`src/rtl/aes_p2s_stream_ctrl.sv`:
```
// aes_p2s_stream_ctrl: sequences a 4-byte parallel-to-serial shifter so a 32*NCOL-bit block leaves column-major as a byte stream
module aes_p2s_stream_ctrl #(
    parameter int NCOL = 4
) (
    input  logic                clk,
    input  logic                rst,
    input  logic [32*NCOL-1:0]  blk_data,
    input  logic                blk_valid,
    output logic                blk_ready,
    input  logic                col_hold,
    output logic                p2s_load,
    output logic [7:0]          p2s_b0,
    output logic [7:0]          p2s_b1,
    output logic [7:0]          p2s_b2,
    output logic [7:0]          p2s_b3,
    output logic                out_valid,
    output logic                out_first,
    output logic                out_last,
    output logic                busy
);
    localparam int CW = NCOL > 1 ? $clog2(NCOL) : 1;

    typedef enum logic {IDLE, SEND} state_t;

    state_t        state;
    logic [1:0]    ph;
    logic [CW-1:0] col;
    logic [31:0]   blk [NCOL];
    logic [31:0]   word;
    logic          sending;
    logic          acc;

    assign sending = state == SEND;
    assign word    = blk[col];

    // column gating, stream flags and the handshake; hold only matters at a column boundary
    always_comb begin
        p2s_load  = sending && ph == 2'd0 && !col_hold;
        out_valid = sending && (ph != 2'd0 || !col_hold);
        out_first = out_valid && ph == 2'd0 && col == '0;
        out_last  = out_valid && ph == 2'd3 && col == CW'(NCOL - 1);
        blk_ready = !sending || out_last;
        busy      = sending;
        acc       = blk_valid && blk_ready;
        {p2s_b0, p2s_b1, p2s_b2, p2s_b3} = sending ? word : 32'd0;
    end

    // FSM, phase/column counters and block capture (column 0 is the MSB word)
    always_ff @(posedge clk or posedge rst) begin
        if (rst) begin
            state <= IDLE;
            ph    <= 2'd0;
            col   <= '0;
            for (int i = 0; i < NCOL; i++) blk[i] <= 32'd0;
        end else if (acc) begin
            state <= SEND;
            ph    <= 2'd0;
            col   <= '0;
            for (int i = 0; i < NCOL; i++) blk[i] <= blk_data[32*(NCOL-i)-1 -: 32];
        end else if (out_last) begin
            state <= IDLE;
            ph    <= 2'd0;
            col   <= '0;
        end else if (out_valid) begin
            ph <= ph + 2'd1;
            if (ph == 2'd3) col <= col + 1'b1;
        end
    end
endmodule

```
`config.mk`:
```
export PLATFORM = sky130hd
export DESIGN_NAME = aes_p2s_stream_ctrl
export DESIGN_NICKNAME = d
export VERILOG_FILES = /design/src/rtl/aes_p2s_stream_ctrl.sv
export SDC_FILE = /design/constraint.sdc
export NUM_CORES = 1
export LEC_CHECK = 0
export ABC_AREA = 1
export CELL_PAD_IN_SITES_DETAIL_PLACEMENT = 0
export CELL_PAD_IN_SITES_GLOBAL_PLACEMENT = 1
export CORE_ASPECT_RATIO = 1.1
export CORE_UTILIZATION = 36
export CTS_BUF_LIST = sky130_fd_sc_hd__clkbuf_8
export DETAILED_ROUTE_END_ITERATION = 8
export HOLD_SLACK_MARGIN = 0.1
export PLACE_DENSITY_LB_ADDON = 0.2
export SYNTH_ARGS = -nofsm -noshare
export SYNTH_HDL_FRONTEND = slang
export SYNTH_SLANG_ARGS = --single-unit
```
`constraint.sdc`:
```
create_clock -name clk -period 5.9 [get_ports clk]
set_input_delay 1.77 -clock clk [delete_from_list [all_inputs] [get_ports clk]]
set_output_delay 1.77 -clock clk [all_outputs]
set_load 0.02 [all_outputs]
```
# ---- After elaboration in Yosys (flattened, before gate mapping)
# Index checks and enable logic that the tools add are counted.
dict set report word_totals {
  elab_cells 45
  register_bits 133
  output_inout_bits 38
  in_bits 132
}
dict set report op_classes {
  muxes 13
  n_eq_ne 2
  magnitude_cmp 1
  add_sub_neg 2
  bitwise_logic 1
  reduce_logical 19
}
# op count
set ops {}
lappend ops {{$mux W32} 3}
lappend ops {{$bmux W32 S2} 1}
lappend ops {{$mux W2} 7}
lappend ops {{$logic_and A1 B1 Y1} 8}
lappend ops {{$reduce_bool A3 Y1} 2}
lappend ops {{$add A2 B1 Y2 const B} 2}
lappend ops {{$eq A2 B2 Y1 const B} 2}
lappend ops {{$logic_not A2 Y1} 2}
lappend ops {{$reduce_bool A2 Y1} 2}
lappend ops {{$ge A3 B3 Y1 const B} 1}
lappend ops {{$not A2 Y3} 1}
lappend ops {{$logic_not A1 Y1} 2}
lappend ops {{$logic_or A1 B1 Y1} 2}
lappend ops {{$mux W1} 2}
lappend ops {{$reduce_and A2 Y1} 1}

# ---- Depth between registers and ports, before layout
# Gate-level depths: netlist of run 1.
dict set report logic_depth {
  depth_word 9
  mapped_depth 10
  mapped_depth_nobuf 9
}

# ---- Least setup slack after synthesis of run 1
# No wires, ideal clock.
dict set report synth_path {
  kind {input-to-output}
  from {in col_hold}
  to {out out_first}
  n_path_buf 0
  required_time_ns 4.130
  stages 3
  slack_ns 1.625
  arrival_time_ns 2.505
  path_cell_list {nand2_1 > nand2_1 > nor3b_1}
}
dict set report synth_between {
  elab_chain_len 5
}
# element line_no
set synth_lines {}
lappend synth_lines {{start, declared} 10} ;# input logic col_hold,
lappend synth_lines {{$logic_not A1 Y1} 39} ;# out_valid = sending && (ph != 2'd0 || !col_hold);
lappend synth_lines {{$logic_or A1 B1 Y1} 39}
lappend synth_lines {{$logic_and A1 B1 Y1} 39}
lappend synth_lines {{$logic_and A1 B1 Y1 (2 in series)} 40} ;# out_first = out_valid && ph == 2'd0 && col == '0;
lappend synth_lines {{end, declared} 17} ;# output logic out_first,
# Every way passes these cells.

# ---- Worst setup path in the final report of run 1
# Same ends and word-level chain as after synthesis.

==> impl_metrics.yaml, run 1 <==
run_status:
  outcome: "finished, final reports clean"
synthesis:
  yosysTopAreaCell: "dfrtp_1"
  ys_ff_latch: 133
  synthMuxAreaShare: 0
  synth_top_cell_area_share: 0.516
  yosys.cell_types.count: 17
  yosys.area_share.xor_xnor: 0.00136
  yosys.area_share.simple: 0.339
  synthAdderAreaFrac: 0.00775
  synth_area_sq_um: 6450
  avgSynthCellArea_sq_um: 7.54
  syn_nets: 992
  synth_compound_area_frac: 0.0781
  netlist_top_cells_area: "dfrtp_1 52%, nand2_1 16%, nand3_1 10%, nor2_1 7.7%, o21ai_0 5.0%"
  synth_cells: 856
  yosysSeqAreaShare: 0.516
  synth_top_family_by_area: "simple AND/OR/NAND/NOR gates"
  yosysWarnings: 0
worst_setup_path:
  path_class: "in -> out"
  worst-path-buf-inv: 2
  crit_path_end_kind: "output port"
  arrival_ns: 3.21
  cp_top_family: "buffers and inverters"
  cp-start-kind: "input pin"
  reg2regPathDepth: 8
  path_cells: "clkdlybuf4s50_1 -> nand2_1 -> nand2_1 -> nor3b_1 -> clkdlybuf4s50_1"
  cp_num_cells: 5
  r2r-start: "col[0]"
  critical_path.slowest_cell: "clkdlybuf4s50_1"
  critical_path_required_ns: 4.13
  cpPeakStageDelay_ns: 0.63
  rrSetupSlack_ns: 2.70
  cp_max_fo: 5
  crit-reg2reg-capture: "blk[66]"
drt:
  drtIter0Drc: 364
  ant_nets: 0
  vias_per_cell: 4.91
  drc_errors: 0
  firstDrtPassIters: 5
  route.vias.total: 6089
  routed_wl_um: 19800
  wl_per_cell_um: 16.0
clocking:
  cts_buffer_depth: 2
  cts_sinks: 133
  ctsResizeCount: 0
  cts_max_level: 4
  cts_tree: "built"
  clkLatencyLatePin_ns: 0.44
  clk_pin_slew_ns: 0.06
  holdBufCountCts: 0
  cts_buffers: 17
  postCtsSetupBuffers: 0
  cts_root_buffer: "clkbuf_8"
sta:
  finalCriticalPeriod_ns: 4.98
  fmax_mhz: 201
  setup_viol: 0
  fin_hold_ws_ns: 0.467
  final_max_slew_viol_count: 0
  maxSlewHeadroom: 0.406
  timing.clock.skew_ns: 0.0116
  final_hold_viol_count: 0
  tightest_slew_ns: 0.891
  fin_setup_tns_ns: 0
  period_share: 0.844
  rsz0062_at_grt: "no"
pwr:
  switching_share: 0.430
  switchingPower_mw: 1.95
  pwr-share-seq: 0.341
  power_density_nw_per_um2: 530
  combPwrFrac: 0.510
  p_leak_nw: 4.18
  p_int_mw: 2.58
  power.total_mw: 4.53
  clkPwrFrac: 0.149
  ir_worst_vdd_v: 0.000304
global_route:
  gr-total-overflow: 0
  met3_usage: 0.0504
  antenna_found_initial: 2
  grtUsageMet1: 0.311
  grtUsageTotal: 0.226
  grt_pass1_vias: 5924
  grt_max_degree: 90
  grt_busiest_layer: "met2"
  grtUsageMet2: 0.351
  grt_pass1_wl_um: 31600
final_layout:
  final_nets: 1125
  mostFrequentLayoutCell: "nand2_1"
  layout_common_cells: "274 x nand2_1, 168 x clkdlybuf4s50_1, 132 x nor2_1, 132 x dfrtp_1, 130 x nand3_1"
  area_growth_pct: 32.6
  fin_util: 0.486
  final-instance-count-excl-fill: 1239
  diodes: 0
  fillers: 1821
  drive_gt1_frac: 0.0420
die:
  die_h_um: 142
  pin_count: 170
  dieWidth_um: 130
  start_util: 0.367
  core_sq_um: 17600
  die-area_sq_um: 18500
  rows: 51
placed_design:
  dp_cells: 1208
  gp_congestion: 0.782
  dp_hpwl_um: 12600
  port_buffers: 169
hold_path:
  hold_path_class: "reg -> reg"
  hold_end: "blk[15]"
  min_from: "blk[15]"
  min_path_cells: 2
job:
  cap_viol_max_count: 0
stage by stage:
step | instance area, sq um | setup slack, ns
3_5_place_dp | 8220 | 0.910
3_3_place_gp | 8220 | 0.913
4_1_cts | 8560 | 0.908
2_1_floorplan | 6450 | 0.576
6_report | 8560 | 0.919
5_1_grt | 8560 | 0.821
worst max path at each step:
stage	from	to	slack, ns
4_1_cts	col_hold	out_first	0.91
6_report	col_hold	out_first	0.92
5_1_grt	col_hold	out_first	0.82
3_5_place_dp	col_hold	out_first	0.91
2_1_floorplan	rst	blk[0]	0.58
3_3_place_gp	col_hold	out_first	0.91
flip-flops by register name, summed over array words and instances, names as in the netlist:
signal  cells
ph          2
busy        1
blk       128
col         2
power groups by stage:
stage / logic, mW / clock network [mW] / registers, mW
after global routing: 2.59 / 0.736 / 1.60
final: 2.31 / 0.677 / 1.55
after detailed placement: 2.33 / 0 / 1.56
after CTS: 2.34 / 0.697 / 1.54
after global placement: 2.32 / 0 / 1.55
after floorplan: 1.47 / 0 / 1.51
tightest hold or removal path, delay by kind of cell (launching register included):
kind	cells	cell delay, ns
flops	1	0.34
simple gates	2	0.09
Yosys cell counts, drive strengths merged:
cell,number
o21bai,1
inv,16
nand3,130
clkbuf,30
nor2,132
xor2,1
ha,4
nand2,275
o21ai,64
buf,36
a21oi,33
nor3b,1
dfrtp,133
layout make-up:
class / instances / area, sq um / area share
Multi-Input combinational cell: 641 / 2760 / 0.322
Sequential cell: 133 / 3330 / 0.389
Clock inverter: 12 / 76.3 / 0.00892
Clock buffer: 19 / 262 / 0.0306
Timing Repair Buffer: 180 / 1770 / 0.207
Tap cell: 238 / 298 / 0.0348
Inverter: 16 / 65.1 / 0.00760
logic make-up after synthesis:
| family | Yosys count |
|---|---|
| xor gates and xnor gates | 1 |
| and+or+nand+nor | 538 |
| DFF | 133 |
| buffers and inverters | 82 |
| adders and majority gates | 4 |
| AOI/OAI and AO/OA | 98 |
per-layer routing:
metal | wire length, um | part of all wire | vias up
li1 | - | - | 3013
met4 | 277 | 0.014 | 2
met5 | 13 | 0.00066 | -
met3 | 1000 | 0.051 | 21
met2 | 9340 | 0.47 | 157
met1 | 9140 | 0.46 | 2896
No activity file was read; power rests on OpenSTA's default activity.
==> run 2, diff against run 1 <==
==> constraint.sdc (replaced) <==
create_clock -name clk -period 5 [get_ports clk]
set_input_delay 1.5 -clock clk [delete_from_list [all_inputs] [get_ports clk]]
set_output_delay 1.5 -clock clk [all_outputs]
set_load 0.02 [all_outputs]
==> impl_metrics.yaml, run 2 (synthesized netlist as in run 1, its figures left out) <==
run_status:
  outcome: "finished, final reports clean"
worst_setup_path:
  critical_path_required_ns: 3.50
  cp_num_cells: 5
  cp_max_fo: 5
  r2r-start: "col[0]"
  rrSetupSlack_ns: 1.85
  worst-path-buf-inv: 2
  reg2regPathDepth: 8
  cp-start-kind: "input pin"
  critPathLaunch: "col_hold"
  arrival_ns: 2.96
  path_cells: "clkdlybuf4s50_1 -> nand2_1 -> nand2_1 -> nor3b_1 -> clkdlybuf4s50_1"
  crit-reg2reg-capture: "blk[80]"
  path_class: "in -> out"
  cp_top_family: "buffers and inverters"
  cpPeakStageDelay_ns: 0.63
  crit_path_end_kind: "output port"
  setup.worst_path.end: "out_first"
  critical_path.slowest_cell: "clkdlybuf4s50_1"
sta:
  final_max_slew_viol_count: 0
  final_hold_viol_count: 0
  rsz0062_at_grt: "no"
  fin_setup_tns_ns: 0
  setup_viol: 0
  tightest_slew_ns: 0.880
  maxSlewHeadroom: 0.412
  fin_hold_ws_ns: 0.467
  finalCriticalPeriod_ns: 4.46
  period_share: 0.891
  setup_slack_ns: 0.543
  timing.clock.skew_ns: 0.00549
  fmax_mhz: 224
clocking:
  clkLatencyLatePin_ns: 0.44
  cts_buffers: 17
  ctsResizeCount: 0
  holdBufCountCts: 0
  postCtsSetupBuffers: 0
  cts_buffer_depth: 2
  cts_tree: "built"
  cts_root_buffer: "clkbuf_8"
  clk_pin_slew_ns: 0.06
  cts_sinks: 133
  cts_max_level: 4
placed_design:
  dp_hpwl_um: 12400
  dp_cells: 1209
  post-place-ws_ns: 0.547
  port_buffers: 169
  gp_congestion: 0.773
  dpl_cell_area_sq_um: 8250
drt:
  drtIter0Drc: 358
  route.vias.total: 6008
  wl_per_cell_um: 15.7
  ant_nets: 0
  routed_wl_um: 19500
  drc_errors: 0
  firstDrtPassIters: 6
  vias_per_cell: 4.84
final_layout:
  area_growth_pct: 34.2
  mostFrequentLayoutCell: "nand2_1"
  final-instance-count-excl-fill: 1242
  layout_common_cells: "274 x nand2_1, 168 x clkdlybuf4s50_1, 132 x nor2_1, 132 x dfrtp_1, 130 x nand3_1"
  design_area_sq_um: 8660
  drive_gt1_frac: 0.0489
  reg.largest.list: "blk x128, col x2, ph x2"
  final_nets: 1126
  fin_util: 0.492
  largest_reg_flops: 128
  largest_register: "blk"
pwr:
  p_leak_nw: 4.21
  power.total_mw: 5.47
  ir_worst_vdd_v: 0.000357
  power_density_nw_per_um2: 631
hold_path:
  hold_path_class: "reg -> reg"
global_route:
  grt_pass1_wl_um: 31100
  antenna_found_initial: 2
  grt_pass1_vias: 5923
  grtUsageTotal: 0.222
  grt_max_degree: 83
  gr-total-overflow: 0
die:
  start_util: 0.367
  die-area_sq_um: 18500
  rows: 51
  pin_count: 170
  core_sq_um: 17600
  dieWidth_um: 130
  die_h_um: 142
job:
  cap_viol_max_count: 0
-- run 2: worst min-delay path by stage --
stage                     slack [ns]       to  depth (start not counted)    start
after global routing            0.48  blk[16]                          2  blk[16]
after CTS                       0.47  blk[87]                          2  blk[87]
after detailed placement        0.45  blk[87]                          2  blk[87]
final                           0.47  blk[80]                          2  blk[80]
after global placement          0.45  blk[88]                          2  blk[88]
after floorplan                 0.44   blk[0]                          2   blk[0]
-- run 2: report_power, final --
group          total (mW)  leakage, nW  switching, mW  internal [mW]
Sequential           1.84         1.65          0.262           1.58
Combinational        2.70         2.34           1.62           1.08
Clock               0.926        0.220          0.403          0.524
-- run 2: worst min-delay path, stage by stage, from the launching register on --
cell     delay [ns]
dfrtp_1        0.34
nand2_1        0.05
nand2_1        0.05
-- run 2: cell type report --
class                      instances  area, sq um
multi-input combinational        641         2760
timing repair buffer             181         1800
clock buffer                      20          275
tap                              238          298
antenna                            1         2.50
clock inverter                    12          135
inverter                          16         63.8
sequential                       133         3330
fill                            1828         8950
-- run 2: routing by layer --
metal / routed length, um / track usage
met2: 9210 / 0.353
met3: 1150 / 0.0545
met5: 10 / 0
met4: 251 / 0.0698
met1: 8910 / 0.297
==> run 3, diff against run 2 <==
--- a/config.mk
+++ b/config.mk
@@ -6,6 +6,7 @@
 export NUM_CORES = 1
 export LEC_CHECK = 0
 export ABC_AREA = 1
+export CAP_MARGIN = 30
 export CELL_PAD_IN_SITES_DETAIL_PLACEMENT = 0
 export CELL_PAD_IN_SITES_GLOBAL_PLACEMENT = 1
 export CORE_ASPECT_RATIO = 1.1
==> results of run 3 <==
Same layout as run 2: the final DEF is identical, and so are final timing and power.
